`src/rtl/mc_control_unit.sv`:
```
// Multi-cycle RV32 control FSM: FETCH/DECODE/EXECUTE/MEM/WB with
// illegal-opcode and data-bus-timeout traps.
module mc_control_unit #(
    parameter int TIMEOUT_CYC = 15
) (
    input  logic       clk,
    input  logic       reset,
    input  logic [6:0] opcode,
    input  logic [2:0] funct3,
    input  logic       funct7_5,
    input  logic       btaken,
    input  logic       dmem_ready,
    output logic       pc_en,
    output logic       ir_en,
    output logic       regfile_we,
    output logic       alu_src,
    output logic       wdata_sel,
    output logic       branch_sel,
    output logic       dmem_req,
    output logic       dmem_we,
    output logic       illegal,
    output logic       timeout_err,
    output logic [3:0] alu_control,
    output logic [2:0] state_o
);

    typedef enum logic [2:0] {
        FETCH   = 3'd0,
        DECODE  = 3'd1,
        EXECUTE = 3'd2,
        MEM     = 3'd3,
        WB      = 3'd4,
        TRAP    = 3'd7
    } state_t;

    typedef enum logic [2:0] {
        C_R, C_I, C_LD, C_ST, C_BR, C_ILL
    } cls_t;

    localparam logic [7:0] TO_LIM = 8'(TIMEOUT_CYC);

    state_t     state;
    cls_t       cls;
    cls_t       dec_cls;
    logic [3:0] dec_alu;
    logic       dec_src;
    logic [3:0] alu_q;
    logic       src_q;
    logic [7:0] cnt;
    logic       ill_q;
    logic       to_q;

    always_comb begin
        dec_cls = C_ILL;
        case (opcode)
            7'b0110011: dec_cls = C_R;
            7'b0010011: dec_cls = C_I;
            7'b0000011: dec_cls = C_LD;
            7'b0100011: dec_cls = C_ST;
            7'b1100011: dec_cls = C_BR;
            default:    dec_cls = C_ILL;
        endcase
    end

    always_comb begin
        dec_alu = 4'b0000;
        dec_src = 1'b0;
        case (dec_cls)
            C_R:  dec_alu = {funct7_5, funct3};
            C_I: begin
                // funct7_5 only distinguishes SRLI/SRAI among immediates
                dec_alu = {(funct3 == 3'b101) & funct7_5, funct3};
                dec_src = 1'b1;
            end
            C_LD, C_ST: dec_src = 1'b1;
            C_BR: dec_alu = 4'b1000;
            default: begin
                dec_alu = 4'b0000;
                dec_src = 1'b0;
            end
        endcase
    end

    always_ff @(posedge clk or negedge reset) begin
        if (!reset) begin
            state <= FETCH;
            cls   <= C_R;
            alu_q <= 4'b0000;
            src_q <= 1'b0;
            cnt   <= 8'd0;
            ill_q <= 1'b0;
            to_q  <= 1'b0;
        end else begin
            case (state)
                FETCH: state <= DECODE;
                DECODE: begin
                    cls   <= dec_cls;
                    alu_q <= dec_alu;
                    src_q <= dec_src;
                    if (dec_cls == C_ILL) begin
                        state <= TRAP;
                        ill_q <= 1'b1;
                    end else begin
                        state <= EXECUTE;
                    end
                end
                EXECUTE: begin
                    cnt <= 8'd0;
                    case (cls)
                        C_R, C_I:   state <= WB;
                        C_LD, C_ST: state <= MEM;
                        default:    state <= FETCH;
                    endcase
                end
                MEM: begin
                    // ready in the final allowed cycle still completes
                    if (dmem_ready) begin
                        state <= (cls == C_LD) ? WB : FETCH;
                    end else if (cnt + 8'd1 >= TO_LIM) begin
                        state <= TRAP;
                        to_q  <= 1'b1;
                    end else begin
                        cnt <= cnt + 8'd1;
                    end
                end
                WB:      state <= FETCH;
                TRAP:    state <= TRAP;
                default: state <= FETCH;
            endcase
        end
    end

    logic in_mem;
    logic is_br;
    assign in_mem = reset && (state == MEM);
    assign is_br  = reset && (state == EXECUTE) && (cls == C_BR);

    assign ir_en      = reset && (state == FETCH);
    assign regfile_we = reset && (state == WB);
    assign wdata_sel  = regfile_we && (cls == C_LD);
    assign dmem_req   = in_mem;
    assign dmem_we    = in_mem && (cls == C_ST);
    assign branch_sel = is_br && btaken;
    assign pc_en      = is_br || regfile_we || (dmem_we && dmem_ready);
    assign illegal    = ill_q;
    assign timeout_err = to_q;
    assign state_o    = state;

    // DECODE shows the fresh decode so the value is stable from DECODE on
    assign alu_control = !reset ? 4'b0000 :
                         (state == DECODE) ? dec_alu : alu_q;
    assign alu_src     = reset && ((state == DECODE) ? dec_src : src_q);

endmodule

```
`config.mk`:
```
export PLATFORM = sky130hd
export DESIGN_NAME = mc_control_unit
export DESIGN_NICKNAME = d
export VERILOG_FILES = /design/src/rtl/mc_control_unit.sv
export SDC_FILE = /design/constraint.sdc
export NUM_CORES = 1
export LEC_CHECK = 0
export CAP_MARGIN = 20
export CORE_UTILIZATION = 48
export CTS_CLUSTER_DIAMETER = 150
export DETAILED_ROUTE_END_ITERATION = 8
export GPL_TIMING_DRIVEN = 0
export PLACE_DENSITY = 0.78
export SLEW_MARGIN = 5
export SYNTH_ARGS = -nofsm -noshare
export SYNTH_HDL_FRONTEND = slang
export SYNTH_SLANG_ARGS = --single-unit
export TNS_END_PERCENT = 10
```
`constraint.sdc`:
```
create_clock -name clk -period 2.3 [get_ports clk]
set_clock_uncertainty 0.1 [all_clocks]
set_input_delay 0.345 -clock clk [delete_from_list [all_inputs] [get_ports clk]]
set_output_delay 0.345 -clock clk [all_outputs]
set_load 0.005 [all_outputs]
```
## Word level (Yosys, flattened, before mapping)

Index checks and enable logic that the tools add are counted.

- Bits in registers: 21
- Input port bits: 15
- Output and inout port bits: 17
- Logic and storage cells: 71

- Add/sub/neg operators: 1
- Order comparisons: 1
- Eq/ne operators: 23
- Mux-type cells: 15
- Bitwise gates (word level): 2
- Reduce and logical (&&, ||, !) cells: 22

Operators by type and width:

| kind | number |
|---|---|
| case mux 3 bit (5 select lines) | 2 |
| equality test 3 x 2 -> 1 bit (second input constant) | 6 |
| equality test 3 bit (second input constant) | 6 |
| two-way mux 8 bit | 2 |
| case mux 8 bit (2 select lines) | 1 |
| equality test 7 x 6 -> 1 bit (second input constant) | 2 |
| two-way mux 3 bit | 4 |
| case mux 4 bit (3 select lines) | 1 |
| logical AND 1 bit | 10 |
| equality test 3 x 1 -> 1 bit (second input constant) | 3 |
| zero test 3 bit | 3 |
| adder 8 x 1 -> 8 bit (second input constant) | 1 |
| greater-or-equal comparator 8 x 4 -> 1 bit (second input constant) | 1 |
| two-way mux 4 bit | 2 |
| equality test 7 x 2 -> 1 bit (second input constant) | 1 |
| equality test 7 x 5 -> 1 bit (second input constant) | 1 |
| equality test 7 bit (second input constant) | 1 |
| case mux 3 bit (2 select lines) | 1 |
| AND reduction 3 bit | 2 |
| != test 2 bit (second input constant) | 2 |
| OR reduction 2 bit | 2 |
| != test 3 bit (second input constant) | 1 |
| OR reduction 3 bit | 1 |
| logical OR 1 bit | 2 |
| 5 further kinds | 6 |

## Longest topological paths before layout

Gate-level depths: netlist (run 1).

- Depth in word-level cells: 7
- Gate-level depth with buffers: 7
- Mapped depth without buffers: 6

## Worst setup path after synthesis (run 1)

No wires, ideal clock.

- Path kind: flip-flop to output port
- Start point: reg state[2], in the netlist state_o[2]
- End point: out branch_sel
- Arrival: 1.396 ns
- Data required time: 1.855 ns
- Slack: 0.459 ns
- Stages on the path, launching flop included: 6
- Path buffers: 2
- Cells stage by stage: dfrtp_1 > buf_2 > or3b_1 > buf_6 > nor4_4 > and2_1

- Longest elaborated chain between the ends: 4

Ends and longest elaborated chain:

| what | line | RTL |
|---|---|---|
| from (decl) | 42 | `state_t state;` |
| from (signal assigned) | 118 | `state <= (cls == C_LD) ? WB : FETCH;` |
| equality test 3 x 2 -> 1 bit | 136 | `assign is_br = reset && (state == EXECUTE) && (cls == C_BR);` |
| logical AND 1 bit (2 in series) | 136 |  |
| logical AND 1 bit | 143 | `assign branch_sel = is_br && btaken;` |
| to (decl) | 18 | `output logic branch_sel,` |

Every way passes these cells.

## Worst setup path in the final report (run 1)

- Start point: in opcode[2]
- End point: out alu_control[2]

- Longest elaborated chain between the ends: 6
- Elaborated cells between the ends (all ways): 12
- Those cells by class: 7 x eq/ne; 4 x mux; 1 x reduce/logical

Ends and longest elaborated chain:

| what | line | RTL |
|---|---|---|
| from (decl) | 8 | `input logic [6:0] opcode,` |
| equality test 7 bit, or another cell as far along | 55 | `case (opcode)` |
| case mux 3 bit (5 select lines) * | 55 |  |
| equality test 3 bit, or another cell as far along | 68 | `case (dec_cls)` |
| case mux 4 bit (3 select lines) * | 68 |  |
| two-way mux 4 bit * | -- |  |
| two-way mux 4 bit * | 150 | `assign alu_control = !reset ? 4'b0000 :` |
| to (decl) | 23 | `output logic [3:0] alu_control,` |

Mark *: on every way between the ends. The rest lies on a longest branch, timed or not.

==> results of run 1 <==
-- sequential cells by signal, summed over array words and instances (netlist names) --
signal	count
cls	3
cnt	8
src_q	1
timeout_err	1
illegal	1
state_o	3
alu_q	4
-- path summary, 6_finish.rpt --
check,startpoint,to,slack [ns],cells past startpoint
hold / removal,reset,cls[2],0.01,2
max in group asynchronous,reset,state_o[0],1.29,2
setup / recovery,opcode[2],alu_control[2],-0.13,7
setup reg to reg,cnt[0],cnt[5],0.38,6
min in group clk,src_q,src_q,0.38,2
hold reg to reg,src_q,src_q,0.38,2
-- power by group --
group          internal [W]  switching [W]
Sequential         0.000430      0.0000699
Combinational      0.000383       0.000342
Clock             0.0000650       0.000123
-- worst reg2reg max path: stages, from the launching register on --
cell,delay (ns)
dfrtp_1,0.46
ha_1,0.27
and3_1,0.21
nor4_1,0.17
a31o_2,0.19
nand4_4,0.19
and3_1,0.25
-- area by class of cell --
| class | instances | area [um^2] |
|---|---|---|
| multi-input cells | 111 | 772 |
| clock inverters | 1 | 5.00 |
| plain buffers | 5 | 52.6 |
| clock buffers | 3 | 22.5 |
| flip-flops and latches | 21 | 527 |
| fillers | 188 | 672 |
| well taps | 30 | 37.5 |
| inverters | 4 | 15.0 |
| repair buffers | 41 | 397 |
-- layer usage --
| layer | global-route usage | vias to the layer above | share of wire |
|---|---|---|---|
| met5 | 0 | - | 0 |
| met4 | 0.154 | 0 | 0.031 |
| met3 | 0.0367 | 8 | 0.040 |
| met2 | 0.467 | 37 | 0.51 |
| met1 | 0.284 | 589 | 0.42 |
| li1 | - | 583 | - |
-- cells by family (layout without fill, tap and decap cells) --
family          Yosys count  in the layout  synth area share
buf+inv                   9             54            0.0399
fa+ha+maj                 2              2            0.0195
simple gates             74             74             0.333
flops                    21             21             0.409
mux                       4              4            0.0312
xor+xnor                  4              4            0.0273
compound gates           27             27             0.140
-- metrics by stage --
step	util	hold slack, ns	cell area (um^2)	TNS [ns]
global placement	0.653	0.339	1630	-7.96
floorplan	-	-0.0506	1280	0
CTS	0.727	0.0325	1820	-0.597
global route	0.731	0.0180	1830	-0.463
finish	0.731	0.0143	1830	-0.199
detailed placement	0.664	0.354	1660	-4.29
-- cells in the final DEF (no fill, tap or decap), types with 3 or more instances in the layout --
cell | Yosys | final
a21oi_1 | 4 | 4
and2_1 | 7 | 5
and3_1 | 5 | 5
buf_4 | 0 | 8
buf_6 | 2 | 4
clkbuf_4 | 0 | 4
clkdlybuf4s50_1 | 0 | 18
dfrtp_1 | 21 | 20
dlygate4sd2_1 | 0 | 7
dlymetal6s2s_1 | 0 | 3
inv_1 | 4 | 4
mux2i_1 | 4 | 4
nand2_1 | 26 | 25
nand2b_1 | 4 | 4
nand3_1 | 6 | 6
nor2_1 | 9 | 6
nor2b_1 | 3 | 3
o21ai_0 | 9 | 6
xnor2_1 | 3 | 3
-- what timing repair did --
item,CTS,global route
hold endpoints to repair,7,0
resized for setup,37,6
pin swaps,6,4
endpoints found under the setup margin,12,9
hold buffers,1,0
buffers inserted,7,1
==> impl_results.md, run 1 <==
* Core ar. at 2500 um^2
* Initial antenna violation count at 0
* Post-DRT Antenna Nets at 0
* Largest net degree at the start of global routing at 24
* Status: complete, but fails checks
* DIE WIDTH at 53.7 um
* Synth top area cells: dfrtp_1 (41%), nand2_1 (7.6%), o21ai_0 (3.5%), and2_1 (3.4%), mux2i_1 (3.1%)
* Slowest cell on crit path: clkdlybuf4s50_1
* CTS tree: yes
* Number of flops mapped to enable cells by yosys at 0
* Final setup fails at 3
* CP endpoint kind: output pin
* Root Driver: clkbuf_4
* Fmax at 412 MHz
* RSZ-0062 raised after global routing: yes
* Arr. time, crit path at 1.98 ns
* CP peak stage delay at 0.49 ns
* GRT Total Usage at 0.259
* Starting density of the core at 0.514
* Register area share after synthesis at 0.409
* Main flop type after synthesis: dfrtp_1
* Area grow syn2layout at 42.3%
* Hold Crit Class: primary input to async pin
* Share of post-route cells with drive strength above 1 at 0.220
* Post-synth top cells: nand2_1 (26), dfrtp_1 (21), nor2_1 (9), o21ai_0 (9), and2_1 (7)
* Top cell type by total area after synthesis: dfrtp_1
* Worst-margin pin slew at 0.370 ns
* Synth Cell Area at 1280 um^2
* DR pass1 iterations at 4
* Yosys cell types at 43
* H-tree depth at 1
* # rows at 18
* Final WL at 3.20 mm
* Slew margin rel. at 0.752
* Vias in the first global route at 1198
* Period utilization at 1.06
* Residual DRC at 0
* Clock sink count at 21
* Clock latency on the worst-skew pair at 0.31 ns
* Gr ovfl total at 0
* Post-place setup slack at -0.582 ns
* Top-count cell post-synth: nand2_1
* Nets@finish at 204
* GP Congestion at 0.803
* Max-slew violations at 0
* Final Total Pwr at 0.00141 W
* Final Hold Fails at 0
* Post-DP HPWL at 2.25 mm
* Cells after Synth at 141
* I/O Pins at 32
* Lkg Pwr at 0.909 nW
* Placed Instances at 203
* Die Ht at 53.7 um
* Critical path data required time at 1.86 ns
* Buffers from clock root to sink, at most at 2
* Asr flop ratio synth at 1.00
* #FFs+latches synth at 21
* Kind of critical path: primary input to output pin
* Non-filler cells, final at 216
* Critical-path cell list: clkdlybuf4s50_1, nand4bb_4, nor2_4, nand2_2, o21ai_2, and2_1, clkdlybuf4s50_1
* Post-Syn Nets at 158
* Buf/Inv on CP at 2
* Most frequent cell on the critical path: clkdlybuf4s50_1
* Area share of the largest cell type after synthesis at 0.409
* First-pass GRT wire length at 5.24 mm
* PD cells at 773 nW/um^2
* I/O Buffers at 31
* WL/cell at 14.8 um
* Tmin final at 2.43 ns
* Final setup margin at -0.128 ns
* DR vias at 1217
* Drt via density at 5.63
* Maxcap violations at 0
* Die area at 2890 um^2
* Largest delay share family, worst path: buffers and inverters
* Mean post-synth cell area at 9.11 um^2
* Clock Pin Slew Worst Setup and Hold Paths at 0.13 ns
* Failing checks: setup timing
* Antenna cells at 0
* Max VDD drop at 694 uV
* Starting DRT DRC Count at 13
* Yosys Warn Count at 0
* CP max FO at 3
* Total CTS buffers at 3
* CP startpoint kind: primary input
Note: power is estimated with default switching activity, not from simulation.
==> run 2, diff against run 1 <==
Settings changed: PLACE_DENSITY 0.78 to 0.89.
==> run 2 against run 1 <==
The run still ends with setup timing left. Clock power is 6% lower. Critical path type is now flop to output pin. Total power is 3.2% lower. Largest power group unchanged. Worst setup slack better by 0.0079 ns. Final cell count is 0.46% lower. Critical endpoint is now branch_sel. Maximum frequency is 0.32% higher. First-iteration DRC count is 120% higher. Sequential share of layout area stayed put. Register-to-register slack hardly changed. Clock-buffer cell count is 1 higher. Cell area stayed put.
==> impl_results.md, run 2 (synthesis gave the netlist of run 1 again) <==
* Clk pwr share at 0.129 (-0.004)
* Die area at 2890 um^2 (unchanged)
* Util after Layout at 0.731 (unchanged)
* Fmax at 413 MHz (+0.32%)
* # rows at 18 (unchanged)
* Antenna cells at 0 (unchanged)
* Initial antenna violation count at 0 (unchanged)
* Nets@finish at 203 (-0.49%)
* DR pass1 iterations at 4 (unchanged)
* Final instance area at 1830 um^2 (unchanged)
* Final WL at 3.38 mm (+5.6%)
* Clock Pin Slew Worst Setup and Hold Paths at 0.12 ns (about the same)
* CP startpoint kind: flop
* Clock latency on the worst-skew pair at 0.30 ns (about the same)
* Drt via density at 5.62 (-0.28%)
* Post-DP HPWL at 2.20 mm (-2.1%)
* Hold_ws at 0.388 ns (+0.374 ns)
* Most frequent cells in the layout: nand2_1 (24), dfrtp_1 (20), clkdlybuf4s50_1 (18)
* Residual DRC at 0 (unchanged)
* Final setup margin at -0.121 ns (+0.00786 ns)
* Starting density of the core at 0.514 (unchanged)
* Final Hold Fails at 0 (unchanged)
* WL/cell at 15.7 um (+6.0%)
* Total CTS buffers at 3 (unchanged)
* Maxcap violations at 0 (unchanged)
* Largest net degree at the start of global routing at 22 (-8.3%)
* Slew margin rel. at 0.331 (-0.421)
* Max-slew violations at 0 (unchanged)
* Hold Crit Class: flop to flop
* Final setup fails at 3 (unchanged)
* Switching share of power at 0.374 (-0.00533)
* Max VDD drop at 632 uV (-9.0%)
* Gr ovfl total at 0 (unchanged)
* GP Congestion at 0.767 (-4.6%)
* Root Driver: clkbuf_4
* Tmin final at 2.42 ns (-0.00786 ns)
* Failing checks: setup timing
* Starting DRT DRC Count at 28 (+15)
* First-pass GRT wire length at 5.20 mm (-0.93%)
* # fillers at 187 (-0.53%)
* DR vias at 1208 (-0.74%)
* Kind of critical path: flop to output pin
* DIE WIDTH at 53.7 um (unchanged)
* Critical path data required time at 1.86 ns (about the same)
* RSZ-0062 raised after global routing: yes
* Worst-margin pin slew at 1.00 ns (+0.631 ns)
* Status: complete, but fails checks
* Core ar. at 2500 um^2 (unchanged)
* Top flop regs: cnt x8, alu_q x4
* Vias in the first global route at 1204 (+0.50%)
* CP max FO at 10 (+7)
* Largest register by flop count: cnt
* Period utilization at 1.05 (-0.00342)
* Area after DPL at 1630 um^2 (-1.7%)
* CP endpoint kind: output pin
* Final Total Pwr at 0.00137 W (-3.2%)
* Commonest non-fill, non-tap cell in the layout: nand2_1
* Clock sink count at 21 (unchanged)
* Setup TNS at -0.220 ns (-0.0212 ns)
* Buffers from clock root to sink, at most at 2 (unchanged)
* CTS tree: yes
* PD cells at 748 nW/um^2 (-3.2%)
* Max reg flops at 8 (unchanged)
* Footprint of the multi-input gates at 791 um^2 (+2.4%)
* Internal power at 0.000857 W (-2.3%)
* GRT Total Usage at 0.255 (-0.00443)
* Area grow syn2layout at 42.3% (unchanged)
* Die Ht at 53.7 um (unchanged)
* Post-DRT Antenna Nets at 0 (unchanged)
* Sw Pwr at 0.000511 W (-4.5%)
* I/O Pins at 32 (unchanged)
* Logic pwr share at 0.508 (-0.005)
* Arr. time, crit path at 1.98 ns (about the same)
* H-tree depth at 1 (unchanged)
* Flop pwr share at 0.364 (+0.010)
* Seq. cell area at 527 um^2 (unchanged)
* Share of post-route cells with drive strength above 1 at 0.238 (+0.0174)
* I/O Buffers at 31 (unchanged)
* Lkg Pwr at 0.895 nW (-1.5%)
==> run 2: through the flow <==
stage,cells,setup WS [ns]
finish,215,-0.121
global placement,202,-0.990
CTS,212,-0.200
floorplan,141,0.459
global route,215,-0.233
detailed placement,202,-1.12
==> run 2: routing by layer <==
metal / wire (um) / vias to the layer above / global-route usage
li1: - / 584 / -
met1: 1340 / 584 / 0.273
met2: 1860 / 32 / 0.486
met3: 95 / 8 / 0.0311
met4: 79 / 0 / 0.118
met5: 0 / - / 0
==> run 2: layout make-up <==
class	instances	share of cell area
Tap cell	30	0.0205
Clock buffer	4	0.0144
Multi-Input combinational cell	111	0.433
Sequential cell	21	0.288
Timing Repair Buffer	40	0.207
Inverter	4	0.00821
Buffer	5	0.0287
==> run 2: power by group through the flow <==
stage                     Sequential, W  Clock, W  Combinational (W)
after CTS                      0.000495  0.000182           0.000647
after global placement         0.000494         0           0.000538
after global routing           0.000505  0.000202           0.000752
after detailed placement       0.000502         0           0.000560
final                          0.000497  0.000176           0.000695
after floorplan                0.000488         0           0.000353
==> run 2: path summary, 6_finish.rpt <==
path                       cells after the start          to        from  slack (ns)
setup / recovery                               7  branch_sel  state_o[2]       -0.12
hold / removal                                 2    alu_q[0]    alu_q[0]        0.39
setup reg to reg                               6      cnt[4]      cnt[0]        0.38
hold reg to reg                                2    alu_q[0]    alu_q[0]        0.39
max in group asynchronous                      2  state_o[0]       reset        0.67
min in group asynchronous                      2      cls[1]       reset        0.77
==> run 2: repair_timing <==
item                                    4_1_cts  5_1_grt
hold endpoints to repair                     21        0
endpoints found under the setup margin       12       11
hold buffers                                  1        0
buffers inserted                              5        3
pin swaps                                     8        9
gates resized for setup                      41       15
==> run 2: worst max-delay path, cell delays in order, from the launching register on <==
cell and delay, ns:
dfrtp_1 0.41, buf_6 0.15, or3b_4 0.37, buf_6 0.13, nor4_4 0.24, buf_4 0.16
and2_4 0.13, buf_6 0.08
==> run 3, diff against run 2 <==
Settings changed: CORE_UTILIZATION 48 to 35, PLACE_DENSITY 0.89 to 0.71.
==> run 3 against run 2 <==
The flow still finishes with violations (setup timing). Cell area up 4.0%. Hold slack worse by 0.018 ns. Die area rose by 36%. Critical path type is now primary input to output pin.
==> impl_results.md, run 3 (synthesis gave the netlist of run 1 again) <==
* Starting density of the core at 0.376 (-0.138)
* Worst R2R Setup Slack at 0.37 ns (about the same)
* DR pass1 iterations at 4 (unchanged)
* Final Total Pwr at 0.00138 W (+1.1%)
* First-pass GRT wire length at 5.28 mm (+1.6%)
* # fillers at 318 (+70%)
* Nets@finish at 206 (+1.5%)
* Max VDD drop at 423 uV (-33%)
* Residual DRC at 0 (unchanged)
* Area after DPL at 1680 um^2 (+2.9%)
* DIE WIDTH at 62.6 um (+16%)
* Slew margin rel. at 0.721 (+0.390)
* Commonest non-fill, non-tap cell in the layout: nand2_1
* R2r startpoint: cnt[0]
* Arr. time, crit path at 2.04 ns (+0.06 ns)
* Final setup fails at 4 (+1)
* Worst-margin pin slew at 0.417 ns (-0.583 ns)
* GRT Total Usage at 0.171 (-0.0838)
* # rows at 21 (+3)
* Hold Path End: timeout_err
* Drt via density at 5.22 (-7.1%)
* Largest net degree at the start of global routing at 23 (+4.5%)
* Maxcap violations at 0 (unchanged)
* Clock Pin Slew Worst Setup and Hold Paths at 0.12 ns (about the same)
* Hold depth at 1 (-1)
* Post-DP HPWL at 2.15 mm (-2.6%)
* Kind of critical path: primary input to output pin
* Setup TNS at -0.423 ns (-0.203 ns)
* Starting DRT DRC Count at 54 (+93%)
* Max reg flops at 8 (unchanged)
* Area grow syn2layout at 48.0%
* Buffers from clock root to sink, at most at 2 (unchanged)
* Period utilization at 1.08 (+0.0260)
* I/O Pins at 32 (unchanged)
* CP endpoint kind: output pin
* RSZ-0062 raised after global routing: yes
* DR vias at 1221 (+1.1%)
* Failing checks: setup timing
* Die Ht at 62.6 um (+16%)
* WL/cell at 14.3 um (-9.3%)
* Gr ovfl total at 0 (unchanged)
* I/O Buffers at 31 (unchanged)
* Status: complete, but fails checks
* PD cells at 727 nW/um^2 (-2.8%)
* Fmax at 403 MHz (-2.4%)
* Path depth of the worst reg2reg path at 6 (unchanged)
* Die area at 3920 um^2 (+36%)
* Antenna cells at 0 (unchanged)
* Hold Crit Class: flop to flop
* Post-DRT Antenna Nets at 0 (unchanged)
* Lkg Pwr at 0.928 nW (+3.7%)
* Final instance area at 1900 um^2 (+4.0%)
* Final setup margin at -0.180 ns (-0.0598 ns)
* Final WL at 3.34 mm (-1.3%)
* Final Hold Fails at 0 (unchanged)
* Core ar. at 3420 um^2 (+37%)
* Most frequent cells in the layout: nand2_1 (24), dfrtp_1 (20), clkdlybuf4s50_1 (19)
* CTS tree: yes
* Clock sink count at 21 (unchanged)
* CP max FO at 3 (-7)
* CP startpoint kind: primary input
* Source of the worst hold timing path: timeout_err
* Clock latency on the worst-skew pair at 0.31 ns (about the same)
* H-tree depth at 1 (unchanged)
* Tmin final at 2.48 ns (+0.0598 ns)
* Vias in the first global route at 1172 (-2.7%)
* Share of post-route cells with drive strength above 1 at 0.223 (-0.0144)
* Total CTS buffers at 3 (unchanged)
* Root Driver: clkbuf_4
* Largest register by flop count: cnt
* Critical path data required time at 1.86 ns (about the same)
* Worst R2R End: cnt[7]
* Max-slew violations at 0 (unchanged)
* GP Congestion at 0.863 (+13%)
* Initial antenna violation count at 0 (unchanged)
* Top flop regs: cnt x8, alu_q x4
-- run 3: layer usage --
metal  up-vias  routed length (um)  track usage
met5         -                   0            0
met4         0                  95       0.0756
met3         9                 140       0.0292
met2        36                1670        0.293
met1       585                1440        0.209
li1        591                   -            -
-- run 3: repair_timing --
action / 4_1_cts / 5_1_grt
hold buffers: 1 / 3
endpoints found under the hold margin: 5 / 4
gates resized for setup: 35 / 10
buffers inserted: 6 / 1
setup endpoints to repair: 12 / 11
pin swaps: 8 / 3
-- run 3: cell type report --
type	instances	area (um^2)	share of cell area
Buffer	5	50.0	0.0263
Clock buffer	3	22.5	0.0118
Clock inverter	1	5.00	0.00263
Inverter	4	15.0	0.00789
Multi-Input combinational cell	111	790	0.415
Sequential cell	21	527	0.277
Tap cell	46	57.6	0.0303
Timing Repair Buffer	43	435	0.229
-- run 3: power by group --
group / leakage, nW / total (W) / internal [W] / switching, W
sequential: 0.268 / 0.000492 / 0.000430 / 0.0000627
clock: 0.0177 / 0.000182 / 0.0000651 / 0.000117
combinational: 0.642 / 0.000708 / 0.000367 / 0.000341
total: 0.928 / 0.00138 / 0.000862 / 0.000521
-- run 3: critical path: stages --
cell and delay, ns:
clkdlybuf4s50_1 0.41, nand4bb_4 0.25, nor2_4 0.13, nand2_2 0.10, o21ai_2 0.16, and2_1 0.14, clkdlybuf4s50_1 0.50
-- run 3: through the flow --
| step | hold slack, ns | utilization | cells | setup WS (ns) |
|---|---|---|---|---|
| floorplan | -0.0506 | - | 141 | 0.459 |
| CTS | 0.00288 | 0.537 | 230 | -0.177 |
| global placement | 0.344 | 0.484 | 218 | -1.01 |
| detailed placement | 0.344 | 0.492 | 219 | -0.617 |
| finish | 0.370 | 0.557 | 234 | -0.180 |
| global route | 0.389 | 0.557 | 234 | -0.295 |
-- run 3: how the worst max path moves through the flow --
stage          startpoint              to  depth (start not counted)  slack (ns)
5_1_grt        state_o[2]      branch_sel                          7       -0.30
2_1_floorplan  state_o[2]      branch_sel                          5        0.46
4_1_cts         opcode[3]  alu_control[2]                          7       -0.18
3_3_place_gp        reset           pc_en                          5       -1.01
6_report        opcode[3]  alu_control[0]                          7       -0.18
3_5_place_dp        reset           pc_en                          6       -0.62
